[src/rtl/eth_pkg.sv]
// Shared Ethernet/IPv4/UDP constants and receive-FSM state encoding,
// common to udp_rx and udp_tx.
package eth_pkg;

    localparam logic [15:0] ETH_TYPE_IP   = 16'h0800;
    localparam logic [7:0]  UDP_PROTO     = 8'd17;
    localparam logic [7:0]  PREAMBLE_BYTE = 8'h55;
    localparam logic [7:0]  SFD_BYTE      = 8'hD5;
    localparam logic [7:0]  IPV4_VER_IHL  = 8'h45;

    // One-hot receive states
    typedef enum logic [6:0] {
        st_idle     = 7'b000_0001,
        st_preamble = 7'b000_0010,
        st_eth_head = 7'b000_0100,
        st_ip_head  = 7'b000_1000,
        st_udp_head = 7'b001_0000,
        st_rx_data  = 7'b010_0000,
        st_rx_end   = 7'b100_0000
    } rx_state_e;

    // Byte idx of a 48-bit address, idx 0 = first byte on the wire
    function automatic logic [7:0] byte_of48(input logic [47:0] v, input logic [2:0] idx);
        case (idx)
            3'd0:    return v[47:40];
            3'd1:    return v[39:32];
            3'd2:    return v[31:24];
            3'd3:    return v[23:16];
            3'd4:    return v[15:8];
            3'd5:    return v[7:0];
            default: return 8'h00;
        endcase
    endfunction

    // Byte idx of a 32-bit address, idx 0 = first byte on the wire
    function automatic logic [7:0] byte_of32(input logic [31:0] v, input logic [1:0] idx);
        case (idx)
            2'd0:    return v[31:24];
            2'd1:    return v[23:16];
            2'd2:    return v[15:8];
            default: return v[7:0];
        endcase
    endfunction

endpackage

[src/rtl/udp_rx_if.sv]
// GMII receive input and UDP payload output bundle for udp_rx.
interface udp_rx_if;

    logic        gmii_rx_dv;
    logic [7:0]  gmii_rxd;
    logic        rec_pkt_done;
    logic        rec_en;
    logic [31:0] rec_data;
    logic [15:0] rec_byte_num;

    // Source of GMII bytes, consumer of payload words
    modport master (
        output gmii_rx_dv, gmii_rxd,
        input  rec_pkt_done, rec_en, rec_data, rec_byte_num
    );

    // The receiver itself
    modport slave (
        input  gmii_rx_dv, gmii_rxd,
        output rec_pkt_done, rec_en, rec_data, rec_byte_num
    );

endinterface

[src/rtl/udp_rx.sv]
// GMII UDP receiver: strips preamble, Ethernet, IPv4 and UDP headers for
// frames addressed to this board and emits the payload as 32-bit words.
module udp_rx
    import eth_pkg::*;
#(
    parameter logic [47:0] BOARD_MAC = 48'h00_11_22_33_44_55,
    parameter logic [31:0] BOARD_IP  = {8'd192, 8'd168, 8'd1, 8'd123}
) (
    input  logic     clk,
    input  logic     rst_n,
    udp_rx_if.slave  bus
);

    logic        dv_q;
    logic [7:0]  rxd_q;
    rx_state_e   state_q;
    logic [4:0]  cnt_q;
    logic [15:0] data_cnt_q;
    logic [15:0] udp_len_q;
    logic [15:0] pay_len_q;
    logic [23:0] word_q;
    logic        armed_q;
    logic        mac_bd_q;
    logic        mac_bc_q;
    logic        err_q;
    logic        rec_en_q;
    logic        done_q;
    logic [31:0] rec_data_q;
    logic [15:0] rec_num_q;

    logic        byte_bad;
    logic        err_d;
    logic        last_byte;
    logic [31:0] word_d;

    assign bus.rec_en       = rec_en_q;
    assign bus.rec_pkt_done = done_q;
    assign bus.rec_data     = rec_data_q;
    assign bus.rec_byte_num = rec_num_q;

    // Header field checks for the byte currently being parsed
    always_comb begin
        byte_bad = 1'b0;
        case (state_q)
            st_eth_head: begin
                if (cnt_q == 5'd12)      byte_bad = (rxd_q != ETH_TYPE_IP[15:8]);
                else if (cnt_q == 5'd13) byte_bad = (rxd_q != ETH_TYPE_IP[7:0]);
            end
            st_ip_head: begin
                if (cnt_q == 5'd0)       byte_bad = (rxd_q != IPV4_VER_IHL);
                else if (cnt_q == 5'd9)  byte_bad = (rxd_q != UDP_PROTO);
                else if (cnt_q >= 5'd16) byte_bad = (rxd_q != byte_of32(BOARD_IP, cnt_q[1:0]));
            end
            default: byte_bad = 1'b0;
        endcase
        err_d     = err_q | byte_bad;
        last_byte = ((data_cnt_q + 16'd1) == pay_len_q);
        // Left-align the bytes gathered so far; unused low bytes read as zero
        case (data_cnt_q[1:0])
            2'd0:    word_d = {rxd_q, 24'h0};
            2'd1:    word_d = {word_q[7:0], rxd_q, 16'h0};
            2'd2:    word_d = {word_q[15:0], rxd_q, 8'h0};
            default: word_d = {word_q[23:0], rxd_q};
        endcase
    end

    // GMII input register
    always_ff @(posedge clk or negedge rst_n) begin
        if (!rst_n) begin
            dv_q  <= 1'b0;
            rxd_q <= '0;
        end else begin
            dv_q  <= bus.gmii_rx_dv;
            rxd_q <= bus.gmii_rxd;
        end
    end

    // Frame parser FSM with registered outputs
    always_ff @(posedge clk or negedge rst_n) begin
        if (!rst_n) begin
            state_q    <= st_idle;
            cnt_q      <= '0;
            data_cnt_q <= '0;
            udp_len_q  <= '0;
            pay_len_q  <= '0;
            word_q     <= '0;
            armed_q    <= 1'b0;
            mac_bd_q   <= 1'b1;
            mac_bc_q   <= 1'b1;
            err_q      <= 1'b0;
            rec_en_q   <= 1'b0;
            done_q     <= 1'b0;
            rec_data_q <= '0;
            rec_num_q  <= '0;
        end else begin
            rec_en_q <= 1'b0;
            done_q   <= 1'b0;
            // A gap in dv is required before a new preamble is accepted
            if (!dv_q) armed_q <= 1'b1;
            case (state_q)
                st_idle: begin
                    if (dv_q && armed_q && rxd_q == PREAMBLE_BYTE) begin
                        state_q <= st_preamble;
                        cnt_q   <= '0;
                        armed_q <= 1'b0;
                    end
                end
                st_preamble: begin
                    if (!dv_q) begin
                        state_q <= st_idle;
                        cnt_q   <= '0;
                    end else if (cnt_q == 5'd6) begin
                        cnt_q    <= '0;
                        mac_bd_q <= 1'b1;
                        mac_bc_q <= 1'b1;
                        err_q    <= 1'b0;
                        state_q  <= (rxd_q == SFD_BYTE) ? st_eth_head : st_rx_end;
                    end else if (rxd_q == PREAMBLE_BYTE) begin
                        cnt_q <= cnt_q + 5'd1;
                    end else begin
                        state_q <= st_rx_end;
                        cnt_q   <= '0;
                    end
                end
                st_eth_head: begin
                    if (!dv_q) begin
                        state_q <= st_idle;
                        cnt_q   <= '0;
                    end else begin
                        if (cnt_q < 5'd6) begin
                            mac_bd_q <= mac_bd_q & (rxd_q == byte_of48(BOARD_MAC, cnt_q[2:0]));
                            mac_bc_q <= mac_bc_q & (rxd_q == 8'hFF);
                        end
                        err_q <= err_d;
                        if (cnt_q == 5'd13) begin
                            cnt_q   <= '0;
                            err_q   <= 1'b0;
                            state_q <= (!err_d && (mac_bd_q || mac_bc_q)) ? st_ip_head : st_rx_end;
                        end else begin
                            cnt_q <= cnt_q + 5'd1;
                        end
                    end
                end
                st_ip_head: begin
                    if (!dv_q) begin
                        state_q <= st_idle;
                        cnt_q   <= '0;
                    end else begin
                        err_q <= err_d;
                        if (cnt_q == 5'd19) begin
                            cnt_q   <= '0;
                            state_q <= err_d ? st_rx_end : st_udp_head;
                        end else begin
                            cnt_q <= cnt_q + 5'd1;
                        end
                    end
                end
                st_udp_head: begin
                    if (!dv_q) begin
                        state_q <= st_idle;
                        cnt_q   <= '0;
                    end else begin
                        if (cnt_q == 5'd4) udp_len_q[15:8] <= rxd_q;
                        if (cnt_q == 5'd5) udp_len_q[7:0]  <= rxd_q;
                        if (cnt_q == 5'd7) begin
                            cnt_q      <= '0;
                            data_cnt_q <= '0;
                            pay_len_q  <= udp_len_q - 16'd8;
                            state_q    <= (udp_len_q < 16'd9) ? st_rx_end : st_rx_data;
                        end else begin
                            cnt_q <= cnt_q + 5'd1;
                        end
                    end
                end
                st_rx_data: begin
                    if (!dv_q) begin
                        state_q    <= st_idle;
                        cnt_q      <= '0;
                        data_cnt_q <= '0;
                    end else begin
                        word_q     <= {word_q[15:0], rxd_q};
                        data_cnt_q <= data_cnt_q + 16'd1;
                        if (last_byte) begin
                            rec_en_q   <= 1'b1;
                            done_q     <= 1'b1;
                            rec_data_q <= word_d;
                            rec_num_q  <= pay_len_q;
                            data_cnt_q <= '0;
                            state_q    <= st_rx_end;
                        end else if (data_cnt_q[1:0] == 2'd3) begin
                            rec_en_q   <= 1'b1;
                            rec_data_q <= word_d;
                        end
                    end
                end
                st_rx_end: begin
                    if (!dv_q) begin
                        state_q <= st_idle;
                        cnt_q   <= '0;
                    end
                end
                default: begin
                    state_q <= st_idle;
                    cnt_q   <= '0;
                end
            endcase
        end
    end

endmodule

[src/flat_wrapper.sv]
// flat-port wrapper written by rule: the top's interface ports become plain ports
module udp_rx_flat import eth_pkg::*;
#(
    parameter logic [47:0] BOARD_MAC = 48'h00_11_22_33_44_55,
    parameter logic [31:0] BOARD_IP  = {8'd192, 8'd168, 8'd1, 8'd123}
)
  (clk, rst_n, bus_gmii_rx_dv, bus_gmii_rxd, bus_rec_pkt_done, bus_rec_en, bus_rec_data, bus_rec_byte_num);
  udp_rx_if bus_i ();
  input  logic clk;
  input  logic rst_n;
  input wire logic [$bits(bus_i.gmii_rx_dv)-1:0] bus_gmii_rx_dv;
  input wire logic [$bits(bus_i.gmii_rxd)-1:0] bus_gmii_rxd;
  output wire logic [$bits(bus_i.rec_pkt_done)-1:0] bus_rec_pkt_done;
  output wire logic [$bits(bus_i.rec_en)-1:0] bus_rec_en;
  output wire logic [$bits(bus_i.rec_data)-1:0] bus_rec_data;
  output wire logic [$bits(bus_i.rec_byte_num)-1:0] bus_rec_byte_num;
  assign bus_i.gmii_rx_dv = bus_gmii_rx_dv;
  assign bus_i.gmii_rxd = bus_gmii_rxd;
  assign bus_rec_pkt_done = bus_i.rec_pkt_done;
  assign bus_rec_en = bus_i.rec_en;
  assign bus_rec_data = bus_i.rec_data;
  assign bus_rec_byte_num = bus_i.rec_byte_num;
  udp_rx #(.BOARD_MAC(BOARD_MAC), .BOARD_IP(BOARD_IP)) u_core (.clk(clk), .rst_n(rst_n), .bus(bus_i));
endmodule
[config.mk]
export PLATFORM = sky130hd
export DESIGN_NAME = udp_rx_flat
export DESIGN_NICKNAME = d
export VERILOG_FILES = /design/src/rtl/eth_pkg.sv /design/src/rtl/udp_rx_if.sv /design/src/rtl/udp_rx.sv /design/src/flat_wrapper.sv
export SDC_FILE = /design/constraint.sdc
export NUM_CORES = 1
export LEC_CHECK = 0
export ABC_AREA = 1
export CELL_PAD_IN_SITES_DETAIL_PLACEMENT = 2
export CELL_PAD_IN_SITES_GLOBAL_PLACEMENT = 2
export CORE_MARGIN = 2
export CORE_UTILIZATION = 35
export CTS_BUF_LIST = sky130_fd_sc_hd__clkbuf_4
export DETAILED_ROUTE_END_ITERATION = 12
export GPL_ROUTABILITY_DRIVEN = 0
export PLACE_DENSITY = 0.8
export SETUP_SLACK_MARGIN = 0.2
export SLEW_MARGIN = 5
export SYNTH_ARGS = -nofsm -noshare
export SYNTH_HDL_FRONTEND = slang
export SYNTH_SLANG_ARGS = --single-unit
[constraint.sdc]
create_clock -name clk -period 2.3 [get_ports clk]
set_input_delay 0.46 -clock clk [delete_from_list [all_inputs] [get_ports clk]]
set_output_delay 0.46 -clock clk [all_outputs]
set_load 0.05 [all_outputs]
Word-level counts from Yosys, hierarchy flattened
Cells that the tools add are included.

word-level totals
  output and inout port bits = 50
  bits in registers = 147
  input port bits = 11
  word-level logic and storage cells = 177

cells by class
  order comparisons = 3
  reductions and logical operators = 25
  equality and inequality tests = 49
  bitwise operators = 3
  multiplexer cells = 77
  add/subtract/negate cells = 3

operators with widths
  cell                                                          number
  2-to-1 mux 7 bit                                              17
  one-hot mux 32 bit (3 select lines)                           1
  2-to-1 mux 16 bit                                             4
  2-to-1 mux 32 bit                                             2
  2-to-1 mux 8 bit                                              7
  2-to-1 mux 5 bit                                              11
  one-hot mux 7 bit (7 select lines)                            1
  one-hot mux 7 bit (5 select lines)                            1
  one-hot mux 16 bit (2 select lines)                           1
  one-hot mux 5 bit (6 select lines)                            1
  2-to-1 mux 1 bit                                              26
  one-hot mux 8 bit (3 select lines)                            1
  equality test 5 x 3 -> 1 bit (second input constant)          4
  AND reduction 3 bit                                           6
  adder 16 x 1 -> 16 bit (second input constant)                1
  equality test 16 bit                                          1
  equality test 8 bit (second input constant)                   2
  less-than comparator 16 x 4 -> 1 bit (second input constant)  1
  != test 2 x 1 -> 1 bit (second input constant)                8
  subtractor 16 x 4 -> 16 bit (second input constant)           1
  equality test 5 x 4 -> 1 bit (second input constant)          3
  != test 3 bit (second input constant)                         4
  AND reduction 5 bit                                           2
  equality test 8 x 7 -> 1 bit (second input constant)          1
  38 further kinds                                              53

Depth between registers and ports, before layout
  depth after elaboration = 18
  gate-level depth with buffers = 17
  gate-level depth less buffers = 17

Least setup slack after synthesis
No wires, ideal clock.

  path kind = reg-to-reg
  start point = register u_core.data_cnt_q[0]
  end point = register u_core.state_q[5]
  path slack = 0.168 ns
  cell stages (with the launch flop) = 15
  period minus slack after synthesis = 2.132 ns
  setup time = 0.127 ns
  required time = 2.173 ns
  arrival time = 2.005 ns
  buffers on the path = 2
  cells stage by stage = dfrtp_1 ha_1 buf_2 nand2_1 nor2_1 nand2_1 nand3b_1 nand3_1 nor2_1 nand3_1 nor2_2 nand3_1 nand2_1 buf_4 o21ai_0

between the ends
  longest elaborated chain between the ends = 4

ends and longest elaborated chain
  item                                  RTL line       RTL
  from (decl)                           udp_rx.sv:18   logic [15:0] data_cnt_q;
  from (signal assigned)                udp_rx.sv:182  data_cnt_q <= data_cnt_q + 16'd1;
  adder 16 x 1 -> 16 bit                udp_rx.sv:57   last_byte = ((data_cnt_q + 16'd1) == pay_len_q);
  equality test 16 bit                  udp_rx.sv:57
  != test 3 bit (no source line)        -
  AND reduction 7 bit (no source line)  -
  to (signal assigned)                  udp_rx.sv:81   state_q <= st_idle;
  to (signal assigned)                  udp_rx.sv:103  state_q <= st_preamble;
  to (signal assigned)                  udp_rx.sv:110  state_q <= st_idle;
  to (decl)                             udp_rx.sv:16   rx_state_e state_q;

Every way passes these cells.
A chain may end at the register's enable or synchronous reset.

Worst setup path in the final report
  start point = register u_core.data_cnt_q[0]
  end point = register u_core.rec_data_q[5] (netlist: u_core.bus.rec_data[5])

between the ends
  longest elaborated chain between the ends = 4
  elaborated cells on any way between the ends = 11
  classes of those cells = 1 x add/sub; 4 x eq/ne; 3 x mux; 3 x reduce/logical

ends and longest elaborated chain
  item                                                                         RTL line                    RTL
  adder 16 x 1 -> 16 bit (tied with other cells)                               udp_rx.sv:57
  equality test 16 bit or one-hot mux 32 bit (3 select lines) (tied branches)  udp_rx.sv:57, udp_rx.sv:59
  nonzero test 2 bit (no source line) or 2-to-1 mux 32 bit (tied branches)     -
  AND reduction 3 bit (no source line) or 2-to-1 mux 32 bit (tied branches)    -
  to (signal assigned)                                                         udp_rx.sv:186               rec_data_q <= word_d;
  to (signal assigned)                                                         udp_rx.sv:192               rec_data_q <= word_d;
  to (decl)                                                                    udp_rx.sv:28                logic [31:0] rec_data_q;

Parallel ways exist; a longest one is shown, timed or not. The select of a mux whose other input is x is not followed.

==> summary.txt <==
Initial Utilization - 35.94%
CP startpoint kind - register
Reg area - 3697 µm²
status - finished with violations
critical-path cell list - ha_4 > nand2_4 > nor2_1 > buf_4 > nand2_1 > nand2_1 > nand2_1 > nand2_1 > nand2_1 > a21oi_1 > nand2_1 > nor2_4 > nand3_4 > buf_6 > nand3_1 > o21ai_0
async set-reset flop share out of synthesis - 100.0%
Port Buffer Count - 60
Core Footprint - 21,960 µm²
largest net degree at the start of global routing - 59
GRT overflow - 0
Vias - 9,260
Tot GR Track Use - 31.96%
compound-cell area share of the yosys netlist - 12.19%
WP depth - 16
Fillers - 2,360
Post-synth EDFFs - 0
# IOs - 61
hold slack - 221.8 ps
commonest non-fill, non-tap cell in the layout - nand2_1
Setup TNS - -40,730 ps
Final Skew - 54.02 ps
Worst R2R Setup Slack - -750 ps
Worst-Skew Late Latency - 650 ps
initial antenna violation count - 2
Post-Synth XOR/XNOR Area - 1.221%
maximum fanout along the worst path - 6
RSZ-0062 raised after global routing - true
R2R cell count - 16
post-synthesis sequential area ratio - 46.66%
clk sinks - 147
cell area after synthesis - 7891 µm²
nets@finish - 1,256
Die H - 154.2 µm
VDD IR-drop max - 0.2984 mV
Longest Clk Path Bufs - 2
area of the multi-input gates - 4389 µm²
Worst Path Buf+Inv - 2
Non-Filler Instances - 1,528
Yosys cell types - 42
Net Count, Synth - 1,074
PwrDens - 469.4 nW/µm²
first-pass GRT wire length - 57,890 µm
cell count after placement - 1,432
number of synthesis warnings - 0
Die X - 154.2 µm
Vias/cell - 6.060
final wirelength - 46,250 µm
vias in the first global route - 9,711
Synth Area per Inst - 7.501 µm²
CTS tree - yes
share of cells above drive strength 1 - 29.83%
critical path's most frequent cell - nand2_1
R2R Path Start - u_core.data_cnt_q[0]$_DFFE_PN0P_
Synth Area in Adders - 1.744%
Synth Register Bits - 147
MaxCap Viol Count - 0
hold crit path type - input pin to asynchronous set/reset pin
FP Rows - 54
multiplexer area fraction after synthesis - 0.1427%
Leakage - 5.705 nW
Post-Synth Simple-Gate Area - 28.92%
DRT Pass-1 Iters - 5
post-route minimum period - 3048 ps
post-route cell area - 11,160 µm²
max incr delay on CP - 500 ps
Syn Inst Count - 1,052
maximum clock frequency - 0.3281 GHz
dpl cell area - 9370 µm²
Worst-path clk slew - 200 ps
total power - 5.237 mW
post-route ant nets - 0
Routed WL per cell - 30.27 µm
critical path arrival - 3520 ps
H-tree lvl count - 4
Final Max Slew Viols - 0
required time worst endpoint - 2780 ps
CP Capture Type - register
final period utilization - 132.5%
HPWL Detailed - 22,160 µm
root buf cell - clkbuf_4
commonest cells after routing, fill and taps aside - 225 x nand2_1, 132 x dfrtp_1, 122 x inv_1
slowest CP cell - dfrtp_2
violations in the final reports - negative setup slack
Post-synth top flop - dfrtp_1
Reg2Reg Capture Point - u_core.bus.rec_data[5]$_DFFE_PN0P_
DRC viols - 0
Starting DRT DRC Count - 703
Fin. Hold Viols - 0
DIE AREA - 23,760 µm²
Final Worst Setup Slack - -748.3 ps
Slew @ Worst Pin - 570.2 ps
CP delay by family, top - simple AND/OR/NAND/NOR gates
Worst slew margin - 61.99%
CTS Buf Count - 17
largest family of logic cells by synthesized area - simple AND/OR/NAND/NOR gates
Area Overhead vs Synth - 41.40%
Final setup viols - 72
crit path kind - register to register
==> power breakdown <==
group / internal [mW] / switching, mW
sequential: 2.65 / 0.0474
combinational: 0.257 / 0.523
clock: 0.475 / 1.29
==> synthesized netlist by cell type, drive strengths merged (8+ instances only) <==
| cell | n | area, µm² |
|---|---|---|
| nor2 | 91 | 375.4 |
| a21oi | 18 | 90.09 |
| ha | 11 | 137.6 |
| nand4 | 17 | 121.4 |
| o21ai | 105 | 529.3 |
| nand3 | 98 | 490.5 |
| nor3 | 10 | 50.05 |
| clkbuf | 27 | 101.4 |
| dfrtp | 144 | 3603 |
| o22ai | 23 | 143.9 |
| inv | 139 | 521.8 |
| nand2 | 299 | 1140 |
| xor2 | 8 | 70.07 |
| o221ai | 8 | 70.07 |
| buf | 15 | 88.83 |
==> stage by stage <==
| stage | worst slack (ps) | util (%) |
|---|---|---|
| after floorplan | 207.2 | - |
| after global placement | -75.11 | 42.67 |
| after detailed placement | -210.2 | 42.67 |
| after CTS | -143.0 | 45.99 |
| after global routing | -827.2 | 50.81 |
| final | -748.3 | 50.81 |
==> how the worst max path moves through the flow <==
stage                                      from                                 endpoint  slack (ps)
3_5_place_dp   u_core.data_cnt_q[0]$_DFFE_PN0P_      u_core.bus.rec_data[11]$_DFFE_PN0P_        -210
5_1_grt        u_core.data_cnt_q[0]$_DFFE_PN0P_       u_core.bus.rec_data[5]$_DFFE_PN0P_        -830
2_1_floorplan  u_core.data_cnt_q[0]$_DFFE_PN0P_      u_core.bus.rec_data[16]$_DFFE_PN0P_         210
4_1_cts        u_core.data_cnt_q[0]$_DFFE_PN0P_  u_core.bus.rec_byte_num[15]$_DFFE_PN0P_        -140
6_report       u_core.data_cnt_q[0]$_DFFE_PN0P_       u_core.bus.rec_data[5]$_DFFE_PN0P_        -750
3_3_place_gp   u_core.data_cnt_q[0]$_DFFE_PN0P_       u_core.bus.rec_data[8]$_DFFE_PN0P_         -80
==> worst register-to-register path, cell delays in order (launching register included) <==
cell and delay (ps):
dfrtp_2 500, ha_4 210, nand2_4 70, nor2_1 220
buf_4 190, nand2_1 80, nand2_1 140, nand2_1 130
nand2_1 120, nand2_1 90, a21oi_1 150, nand2_1 130
nor2_4 180, nand3_4 210, buf_6 200, nand3_1 70
o21ai_0 220
==> registers in the layout, indices dropped and copies added (netlist names) <==
register	count
u_core.mac_bd_q	1
u_core.state_q	7
u_core.rxd_q	8
u_core.bus.rec_data	32
u_core.bus.rec_en	1
u_core.word_q	24
u_core.pay_len_q	16
u_core.mac_bc_q	1
u_core.dv_q	1
u_core.udp_len_q	16
u_core.armed_q	1
u_core.data_cnt_q	16
u_core.cnt_q	5
u_core.err_q	1
u_core.bus.rec_pkt_done	1
u_core.bus.rec_byte_num	16
==> routing by layer <==
metal  global-route usage [%]  vias to the layer above  wire, µm
met5                        0                        -        13
met3                    4.735                      184      2467
met4                    13.66                        2      2465
li1                         -                     3791         -
met2                    56.57                      455     23240
met1                    38.77                     4828     18060
==> logic make-up (layout without fill, tap and decap cells) <==
family                   after synthesis  in the layout
multiplexers                           1              1
flip-flops                           147            147
buffers and inverters                183            375
AO/OA/AOI/OAI                        170            170
AND/OR/NAND/NOR                      529            532
adder cells (fa/ha/maj)               11             11
XOR/XNOR                              11             11
other                                  0              1
==> area by class of cell <==
class | count | area share [%]
flip-flops and latches | 147 | 33.14
multi-input cells | 725 | 39.34
well taps | 280 | 3.140
clock inverters | 14 | 1.076
inverters | 141 | 4.867
repair buffers | 202 | 17.21
clock buffers | 18 | 1.211
diodes | 1 | 0.02243
==> repair_timing <==
| action | 4_1_cts | 5_1_grt |
|---|---|---|
| cloned | 5 | 5 |
| hold buffers | 1 | 0 |
| setup buffers | 24 | 28 |
| hold endpoints to repair | 112 | 0 |
| pin swaps | 26 | 55 |
| setup endpoints to repair | 125 | 138 |
| gates resized for setup | 108 | 213 |
Power figures use the tool's default switching activity.
